`config.mk`:
```
export PLATFORM = sky130hd
export DESIGN_NAME = biriscv_csr_pipe
export DESIGN_NICKNAME = d
export VERILOG_FILES = /design/src/rtl/biriscv_defs.sv /design/src/rtl/biriscv_csr_pipe_pkg.sv /design/src/rtl/biriscv_csr_pipe_stage.sv /design/src/rtl/biriscv_csr_pipe.sv
export SDC_FILE = /design/constraint.sdc
export NUM_CORES = 1
export LEC_CHECK = 0
export ABC_AREA = 1
export BUFFER_PORTS_ARGS = -buffer_cell sky130_fd_sc_hd__buf_2
export CAP_MARGIN = 15
export CORE_UTILIZATION = 58
export DETAILED_ROUTE_END_ITERATION = 7
export GPL_TIMING_DRIVEN = 0
export PLACE_DENSITY = 0.89
export SLEW_MARGIN = 25
export SYNTH_ARGS = -nofsm -noshare
export SYNTH_HDL_FRONTEND = slang
export SYNTH_SLANG_ARGS = --single-unit
```
`constraint.sdc`:
```
create_clock -name clk_i -period 2 [get_ports clk_i]
set_input_delay 0.3 -clock clk_i [delete_from_list [all_inputs] [get_ports clk_i]]
set_output_delay 0.3 -clock clk_i [all_outputs]
set_load 0.05 [all_outputs]
```
`src/rtl/biriscv_defs.sv`:
```
// Shared biRISC-V exception definitions used across the core.
package biriscv_defs;
    localparam int EXCEPTION_W = 6;

    localparam logic [EXCEPTION_W-1:0] EXCEPTION_ILLEGAL_INSTRUCTION = 6'h02;
    localparam logic [EXCEPTION_W-1:0] EXCEPTION_FAULT_LOAD          = 6'h0d;
    localparam logic [EXCEPTION_W-1:0] EXCEPTION_FENCE               = 6'h31;
endpackage

```
`src/rtl/biriscv_csr_pipe_pkg.sv`:
```
// Stage record and helpers for the CSR E2/WB pipeline.
package biriscv_csr_pipe_pkg;
    import biriscv_defs::*;

    typedef struct packed {
        logic                   valid;
        logic [31:0]            pc;
        logic [4:0]             rd_idx;
        logic [11:0]            csr_addr;
        logic                   csr_write;
        logic [31:0]            wdata;
        logic [31:0]            value;
        logic [EXCEPTION_W-1:0] exception;
        logic [31:0]            exc_addr;
    } stage_t;

    localparam int STAGE_W = $bits(stage_t);

    // A fence rides the exception field to force a flush but still retires.
    function automatic logic is_fault(input logic [EXCEPTION_W-1:0] exc);
        return (exc != '0) && (exc != EXCEPTION_FENCE);
    endfunction
endpackage

```
`src/rtl/biriscv_csr_pipe_stage.sv`:
```
// One pipeline register stage: holds when disabled, loads a bubble on kill.
module biriscv_csr_pipe_stage #(
    parameter int W = 1
) (
    input  logic         clk,
    input  logic         rst_n,
    input  logic         enable,
    input  logic         kill,
    input  logic [W-1:0] data_in,
    output logic [W-1:0] data_out
);

    // Stage register with async clear
    always_ff @(posedge clk or negedge rst_n) begin
        if (!rst_n)
            data_out <= '0;
        else if (enable)
            data_out <= kill ? '0 : data_in;
    end

endmodule

```
`src/rtl/biriscv_csr_pipe.sv`:
```
// CSR result pipeline: carries E1 CSR results through E2 and WB, merges
// memory faults, and produces single-cycle CSR and rd writebacks.
module biriscv_csr_pipe
    import biriscv_defs::*;
    import biriscv_csr_pipe_pkg::*;
(
    input  logic                   clk_i,
    input  logic                   rst_ni,
    input  logic                   e1_valid_i,
    input  logic [31:0]            e1_pc_i,
    input  logic [4:0]             e1_rd_idx_i,
    input  logic [11:0]            e1_csr_addr_i,
    input  logic [31:0]            csr_result_e1_value_i,
    input  logic                   csr_result_e1_write_i,
    input  logic [31:0]            csr_result_e1_wdata_i,
    input  logic [EXCEPTION_W-1:0] csr_result_e1_exception_i,
    input  logic                   stall_i,
    input  logic                   squash_e1_i,
    input  logic [EXCEPTION_W-1:0] mem_exception_e2_i,
    input  logic [31:0]            mem_addr_e2_i,
    output logic                   csr_writeback_write_o,
    output logic [11:0]            csr_writeback_waddr_o,
    output logic [31:0]            csr_writeback_wdata_o,
    output logic [EXCEPTION_W-1:0] csr_writeback_exception_o,
    output logic [31:0]            csr_writeback_exception_pc_o,
    output logic [31:0]            csr_writeback_exception_addr_o,
    output logic                   wb_rd_valid_o,
    output logic [4:0]             wb_rd_idx_o,
    output logic [31:0]            wb_rd_value_o,
    output logic                   flush_o
);

    stage_t e1_rec;
    stage_t e2_q;
    stage_t wb_d;
    stage_t wb_q;
    logic   e2_kill;
    logic   out_en;
    logic   wb_fault;

    // Pack the E1 instruction; illegal opcodes report the opcode as the fault address
    always_comb begin
        e1_rec           = '0;
        e1_rec.valid     = 1'b1;
        e1_rec.pc        = e1_pc_i;
        e1_rec.rd_idx    = e1_rd_idx_i;
        e1_rec.csr_addr  = e1_csr_addr_i;
        e1_rec.csr_write = csr_result_e1_write_i;
        e1_rec.wdata     = csr_result_e1_wdata_i;
        e1_rec.value     = csr_result_e1_value_i;
        e1_rec.exception = csr_result_e1_exception_i;
        e1_rec.exc_addr  = (csr_result_e1_exception_i == EXCEPTION_ILLEGAL_INSTRUCTION) ?
                           csr_result_e1_value_i : 32'd0;
    end

    // Memory faults join on the E2->WB move unless E1 already raised one
    always_comb begin
        wb_d = e2_q;
        if (e2_q.valid && (e2_q.exception == '0) && (mem_exception_e2_i != '0)) begin
            wb_d.exception = mem_exception_e2_i;
            wb_d.exc_addr  = mem_addr_e2_i;
        end
    end

    assign flush_o = (e2_q.valid && (e2_q.exception != '0)) ||
                     (wb_q.valid && (wb_q.exception != '0));

    assign e2_kill = !e1_valid_i || squash_e1_i || flush_o;

    biriscv_csr_pipe_stage #(.W(STAGE_W)) u_e2 (
        .clk      (clk_i),
        .rst_n    (rst_ni),
        .enable   (!stall_i),
        .kill     (e2_kill),
        .data_in  (e1_rec),
        .data_out (e2_q)
    );

    biriscv_csr_pipe_stage #(.W(STAGE_W)) u_wb (
        .clk      (clk_i),
        .rst_n    (rst_ni),
        .enable   (!stall_i),
        .kill     (1'b0),
        .data_in  (wb_d),
        .data_out (wb_q)
    );

    // WB is presented only on the cycle it actually retires
    assign out_en   = wb_q.valid && !stall_i;
    assign wb_fault = is_fault(wb_q.exception);

    assign csr_writeback_write_o          = out_en && wb_q.csr_write && !wb_fault;
    assign csr_writeback_waddr_o          = out_en ? wb_q.csr_addr  : 12'd0;
    assign csr_writeback_wdata_o          = out_en ? wb_q.wdata     : 32'd0;
    assign csr_writeback_exception_o      = out_en ? wb_q.exception : '0;
    assign csr_writeback_exception_pc_o   = out_en ? wb_q.pc        : 32'd0;
    assign csr_writeback_exception_addr_o = out_en ? wb_q.exc_addr  : 32'd0;

    assign wb_rd_valid_o = out_en && wb_q.csr_write && (wb_q.rd_idx != 5'd0) && !wb_fault;
    assign wb_rd_idx_o   = out_en ? wb_q.rd_idx : 5'd0;
    assign wb_rd_value_o = out_en ? wb_q.value  : 32'd0;

endmodule
```
==> results of run 1 <==
worst max-delay path by stage:
stage                       start                                 end  slack (ns)  cells past startpoint
6_report       u_wb.data_out[152]                   wb_rd_value_o[17]       -0.18                      5
5_1_grt        u_wb.data_out[152]                   wb_rd_value_o[17]       -0.19                      5
4_1_cts        u_wb.data_out[152]                      wb_rd_idx_o[2]       -0.09                      5
3_5_place_dp              stall_i  csr_writeback_exception_addr_o[29]       -0.54                      8
3_3_place_gp               rst_ni                   u_e2.data_out[84]       -4.83                      1
2_1_floorplan             stall_i   csr_writeback_exception_addr_o[0]       -0.05                      7
per-layer routing:
metal  vias to the layer above  GRT usage [%]  wire length, um
met4                         2           21.7             3610
met3                       312           9.11             4760
met5                         -              0               13
met2                      1040           63.9            24200
met1                      6763           46.9            17300
li1                       6008              -                -
repair_timing:
action / CTS / global route
buffers inserted: 3 / 3
pin swaps: 0 / 3
resized for setup: 175 / 286
gates cloned: 0 / 2
setup endpoints to repair: 154 / 149
hold buffers: 100 / 0
endpoints found under the hold margin: 176 / 0
cell families (layout without fill, tap and decap cells):
kind of cell	Yosys count	after routing
DFF	306	306
other	0	6
AOI/OAI and AO/OA	237	237
and+or+nand+nor	699	699
buffers and inverters	444	926
layout by cell type (no fill, tap or decap), types with 6 or more instances in the layout:
cell           count
nand2_1          409
inv_1            340
dfrtp_1          305
o21ai_0          212
buf_2            193
buf_6            120
dlygate4sd3_1    100
nor2_1            78
nand3_1           71
nor2_2            59
buf_4             46
nand4_1           40
clkbuf_1          39
clkbuf_16         33
nor2_4            32
o21ai_1           20
clkbuf_4          15
clkbuf_8          10
buf_8              9
diode_2            6
worst max-delay path, cell delays in order (launching register included):
cell and delay (ns):
dfrtp_2 0.42, nand2_8 0.11, buf_12 0.17, buf_6 0.17, nor2_1 0.20, buf_4 0.24
area by class of cell:
class / instances / area (um2) / area share [%]
antenna: 6 / 15.0 / 0.0786
buffer: 102 / 661 / 3.46
clock buffer: 47 / 936 / 4.90
clock inverter: 9 / 123 / 0.642
inverter: 342 / 1280 / 6.72
multi-input combinational: 936 / 4460 / 23.3
sequential: 306 / 7660 / 40.1
tap: 313 / 392 / 2.05
timing repair buffer: 426 / 3580 / 18.7
sequential cells by signal, summed over array words and instances, names as in the netlist:
name           count
u_e2.data_out    153
u_wb.data_out    153
per-stage QoR:
| stage | power [mW] | utilization [%] |
|---|---|---|
| floorplan | 7.91 | - |
| global placement | 8.56 | 68.1 |
| detailed placement | 8.66 | 68.5 |
| CTS | 14.9 | 79.7 |
| global route | 15.7 | 83.9 |
| finish | 15.2 | 83.9 |
report_power, final:
group	switching [mW]	internal (mW)	leakage, nW
Combinational	1.52	0.772	4.58
Sequential	0.243	6.62	4.16
Clock	2.49	3.59	0.523
Total	4.25	11.0	9.27
==> run_results.csv, run 1 <==
group,metric,value,unit
timing,timing.final.crit_share,109,%
timing,whs,-0.00148,ns
routing,drc_errors,0,
clocking,cts_sinks,306,
critical_path,critPathMaxFanout,10,
job,drv_cap,0,
routing,drt-total-wl,49900,um
yosys,yosys-mux-area-fraction,0,%
die,design.die.area,0.0240,mm2
placement,place_ws,-0.537,ns
yosys,synth-seq-cells,306,
routing,vias,14100,
routing,detail_route.vias_per_cell,5.68,
timing,setup_viol,94,
final_layout,nFillCells,1165,
power,leakage,9.27,nW
routing,dr.pass1.iters,7,
yosys,ys_async_sr_fraction,100,%
critical_path,rr_startpoint,"u_e2.data_out[33]",
timing,finalSetupTns,-4.35,ns
clocking,clk_latency,0.56,ns
critical_path,r2r_slack,0.09,ns
placement,gp_congestion,0.892,
yosys,synthAdderAreaFrac,0,%
clocking,path_clk_slew,0.06,ns
global_routing,grt_usage,38.6,%
clocking,root_buffer,"clkbuf_16",
global_routing,grt_pass1_vias,13900,
power,ir_worst_vdd,0.779,mV
critical_path,end_kind,"output pin",
status,status,"finished with violations",
final_layout,drive_gt1_share,25.0,%
yosys,synth_compound_area_share,8.78,%
yosys,syn-num-nets,1849,
critical_path,reg2regPathDepth,8,
global_routing,grt_pass1_wl,71400,um
power,p_per_area,797,mW/mm2
timing,hold_violations,1,
critical_path,r2r_end,"u_wb.data_out[24]",
yosys,yosys-top-cells-count,"nand2_1 (409), inv_1 (342), dfrtp_1 (306)",
timing,fmax,0.459,GHz
die,initial_core_util,59.4,%
critical_path,cp.required,1.70,ns
critical_path,critPathArrivalTime,1.88,ns
placement,dp.cells,2317,
die,io_pins,317,
die,die_h,155,um
timing,slew_headroom,58.6,%
timing,rsz0062_at_grt,"true",
yosys,synth-simple-area-share,21.1,%
timing,setup_slack,-0.180,ns
die,coreArea,0.0228,mm2
critical_path,startpoint_type,"flip-flop",
die,die_w,155,um
yosys,synth.area.top_cells,"dfrtp_1 (57%), nand2_1 (11%), inv_1 (9.5%), o21ai_0 (7.8%), nor2_1 (4.7%)",
global_routing,grt_overflow_total,0,
die,rows,55,
status,violations,"hold timing, setup timing",
yosys,syn_area,0.0135,mm2
worst_hold_path,hold_depth,3,
clocking,htreeDepth,1,
placement,dpl.hpwl,27000,um
yosys,synthDistinctLibCells,22,
final_layout,fin_cells,2487,
yosys,yosys.area.top_type,"dfrtp_1",
timing,slew_viol_final,0,
routing,drt_iter0_drc,1248,
yosys,syn_area_per_cell,8.03,um2
clocking,cts_buffers,31,
yosys,ys_seq_area_share,56.6,%
timing,finalClockSkew,0.0106,ns
yosys,synth-edff-count,0,
final_layout,fin_nets,2308,
worst_hold_path,hp-start,"e1_pc_i[26]",
placement,portBuffers,315,
yosys,synth_ff_type,"dfrtp_1",
timing,fin_crit,2.18,ns
routing,wire_per_inst,20.1,um
worst_hold_path,min_to,"u_e2.data_out[146]",
final_layout,fin_area,0.0191,mm2
timing,tightest_slew,0.622,ns
yosys,ys_warn_count,0,
clocking,ctsLongestPathBuffers,3,
clocking,cts_tree,"yes",
yosys,yosys.area_share.xor_xnor,0,%
yosys,synth_most_common_cell,"nand2_1",
routing,ant_nets,0,
yosys,synth_top_family_by_area,"simple AND/OR/NAND/NOR gates",
final_layout,syn_to_final_growth,41.2,%
global_routing,grt_max_degree,100,
worst_hold_path,hold_path.class,"primary input to flip-flop",
yosys,synthCells,1686,
placement,dpl_cell_area,0.0156,mm2
critical_path,critPathKind,"flip-flop to output pin",
yosys,synth_top_area_share,56.6,%
global_routing,grt_antenna_before_repair,6,
No activity file was read; power rests on OpenSTA's default activity.
==> run 2: changes to the inputs <==
--- a/config.mk
+++ b/config.mk
@@ -11,6 +11,8 @@
 export CORE_UTILIZATION = 58
 export DETAILED_ROUTE_END_ITERATION = 7
 export GPL_TIMING_DRIVEN = 0
+export HOLD_SLACK_MARGIN = 0.05
+export MAX_ROUTING_LAYER = met4
 export PLACE_DENSITY = 0.89
 export SLEW_MARGIN = 25
 export SYNTH_ARGS = -nofsm -noshare
==> constraint.sdc (replaced) <==
create_clock -name clk_i -period 2 [get_ports clk_i]
set_input_delay 0.3 -clock clk_i [delete_from_list [all_inputs] [get_ports clk_i]]
set_output_delay 0.3 -clock clk_i [all_outputs]
set_load 0.02 [all_outputs]
==> run 2 against run 1 <==
Register-to-register slack got worse by 0.05 ns. Count of clock-buffer cells in the layout decreased by 4. Combinational power decreased by 7%. Clock power decreased by 1%. Sequential share of layout area increased by 0.91 points. Total power decreased by 1.5%. Routed wire length decreased by 3.3%. Critical path depth unchanged. The flow finishes with violations (setup timing). Core utilization decreased by 1.9 points. Sequential power about the same. Via count decreased by 0.99%.
==> run_results.csv, run 2 (synthesis gave the netlist of run 1 again) <==
group,metric,value,unit
die,rows,55,
clocking,cts_sinks,306,
power,ir_worst_vdd,0.711,mV
worst_hold_path,min_to,"u_e2.data_out[32]",
job,drv_cap,0,
die,io_pins,317,
timing,slew_viol_final,0,
timing,setup_viol,25,
final_layout,nFillCells,1258,
routing,drt-total-wl,48300,um
critical_path,r2r_slack,0.04,ns
power,p_per_area,803,mW/mm2
routing,drc_errors,0,
global_routing,grt_max_degree,99,
global_routing,grt_usage,38.2,%
timing,fmax,0.481,GHz
status,violations,"setup timing",
timing,setup_slack,-0.0783,ns
routing,ant_nets,0,
timing,hold_violations,0,
global_routing,grt_pass1_wl,69000,um
final_layout,fin_cells,2502,
final_layout,drive_gt1_share,23.6,%
critical_path,cp.required,1.70,ns
timing,slew_headroom,61.3,%
clocking,cts_buffers,31,
global_routing,grt_antenna_before_repair,6,
timing,tightest_slew,0.581,ns
critical_path,rr_startpoint,"u_e2.data_out[33]",
critical_path,path_buf_inv,3,
placement,dpl.hpwl,26800,um
routing,drt_iter0_drc,1329,
worst_hold_path,hold_path.class,"primary input to flip-flop",
status,status,"finished with violations",
critical_path,slowest_stage,"dfrtp_2",
critical_path,critPathMaxFanout,10,
die,die_h,155,um
critical_path,critical-path-top-delay-family,"buffers and inverters",
critical_path,critPathKind,"flip-flop to output pin",
power,p_switching,4.06,mW
clocking,clk_latency,0.56,ns
timing,fin_crit,2.08,ns
final_layout,fin_nets,2325,
power,pwr-share-clk,40.1,%
global_routing,grt_pass1_vias,13700,
final_layout,final_common_cell,"nand2_1",
final_layout,syn_to_final_growth,38.0,%
power,p_sw_share,27.1,%
critical_path,crit_chain,"nand2_8 > clkbuf_16 > buf_8 > nor2_1 > buf_2",
critical_path,r2r_end,"u_wb.data_out[34]",
timing,timing.final.crit_share,104,%
routing,vias,14000,
power,cell_internal_pwr,10.9,mW
die,design.die.area,0.0240,mm2
critical_path,critPathArrivalTime,1.78,ns
clocking,path_clk_slew,0.06,ns
routing,wire_per_inst,19.3,um
power,combPwrFrac,14.1,%
placement,portBuffers,315,
placement,gp_congestion,0.918,
global_routing,grt_overflow_total,0,
critical_path,startpoint_type,"flip-flop",
final_layout,largest_registers,"u_e2.data_out: 153 flops, u_wb.data_out: 153 flops",
timing,rsz0062_at_grt,"true",
worst_hold_path,hp-start,"csr_result_e1_exception_i[0]",
clocking,ctsLongestPathBuffers,3,
clocking,cts_tree,"yes",
critical_path,slowest_delay,0.42,ns
power,leakage,9.29,nW
critical_path,reg2regPathDepth,8,
timing,finalSetupTns,-0.587,ns
die,initial_core_util,59.4,%
timing,finalClockSkew,0.0103,ns
power,seq_power_share,45.8,%
clocking,htreeDepth,1,
routing,detail_route.vias_per_cell,5.59,
placement,dp.cells,2317,
placement,place_ws,-0.380,ns
worst_hold_path,hold_depth,3,
die,coreArea,0.0228,mm2
clocking,root_buffer,"clkbuf_16",
critical_path,end_kind,"output pin",
final_layout,mostFrequentLayoutCells,"nand2_1 (408), inv_1 (340), dfrtp_1 (304)",
die,die_w,155,um
routing,dr.pass1.iters,7,
==> run 2: cell type report <==
cell class | instances | area, um2 | area share (%)
diodes | 7 | 17.5 | 0.0937
clock buffers | 43 | 881 | 4.71
multi-input cells | 936 | 4320 | 23.1
well taps | 313 | 392 | 2.10
clock inverters | 10 | 156 | 0.837
inverters | 342 | 1280 | 6.87
flip-flops and latches | 306 | 7660 | 41.0
repair buffers | 443 | 3290 | 17.6
plain buffers | 102 | 688 | 3.68
==> run 2: per-layer routing <==
metal / share of wire [%] / track usage [%] / up-vias
met4: 6.6 / 21.5 / 0
li1: - / - / 6035
met1: 35 / 44.9 / 6617
met2: 50 / 63.1 / 1025
met5: 0 / - / -
met3: 8.6 / 6.05 / 308
==> run 2: worst max-delay path by stage <==
stage                       start                                  to  slack [ns]  depth (start not counted)
3_5_place_dp              stall_i  csr_writeback_exception_addr_o[28]       -0.38                          8
4_1_cts        u_wb.data_out[152]  csr_writeback_exception_addr_o[27]       -0.04                          5
6_report       u_wb.data_out[152]   csr_writeback_exception_addr_o[4]       -0.08                          5
3_3_place_gp               rst_ni                   u_wb.data_out[85]       -4.85                          1
5_1_grt        u_wb.data_out[152]   csr_writeback_exception_addr_o[4]        -0.1                          5
2_1_floorplan             stall_i                       wb_rd_valid_o        0.23                          6
==> run 2: tightest hold or removal path: cells and delay by family <==
family                 cells  cell delay, ns
buffers and inverters      2            0.19
AOI/OAI and AO/OA          1            0.08
==> run 2: stage by stage <==
step / util (%) / instance area (um2) / total power [mW] / hold WS, ns
after CTS: 78.9 / 18000 / 14.7 / 0.0529
final: 82.0 / 18700 / 15.0 / 0.0665
after global placement: 68.1 / 15500 / 8.45 / 0.459
after floorplan: - / 13500 / 7.80 / 0.00441
after detailed placement: 68.5 / 15600 / 8.55 / 0.175
after global routing: 82.0 / 18700 / 15.4 / 0.0657
==> run 2: timing repair <==
| action | 4_1_cts | 5_1_grt |
|---|---|---|
| pin swaps | 0 | 4 |
| resized for setup | 47 | 213 |
| gates cloned | 0 | 2 |
| buffers inserted | 1 | 2 |
| hold endpoints to repair | 265 | 0 |
| hold buffers | 120 | 0 |
| endpoints found under the setup margin | 152 | 135 |
==> run 2: power by group through the flow <==
stage / Sequential, mW / Clock, mW / Combinational (mW)
after floorplan: 6.87 / 0 / 0.931
after global placement: 6.92 / 0 / 1.54
after detailed placement: 6.93 / 0 / 1.62
after CTS: 6.83 / 5.97 / 1.86
after global routing: 6.89 / 6.24 / 2.30
final: 6.86 / 6.01 / 2.12
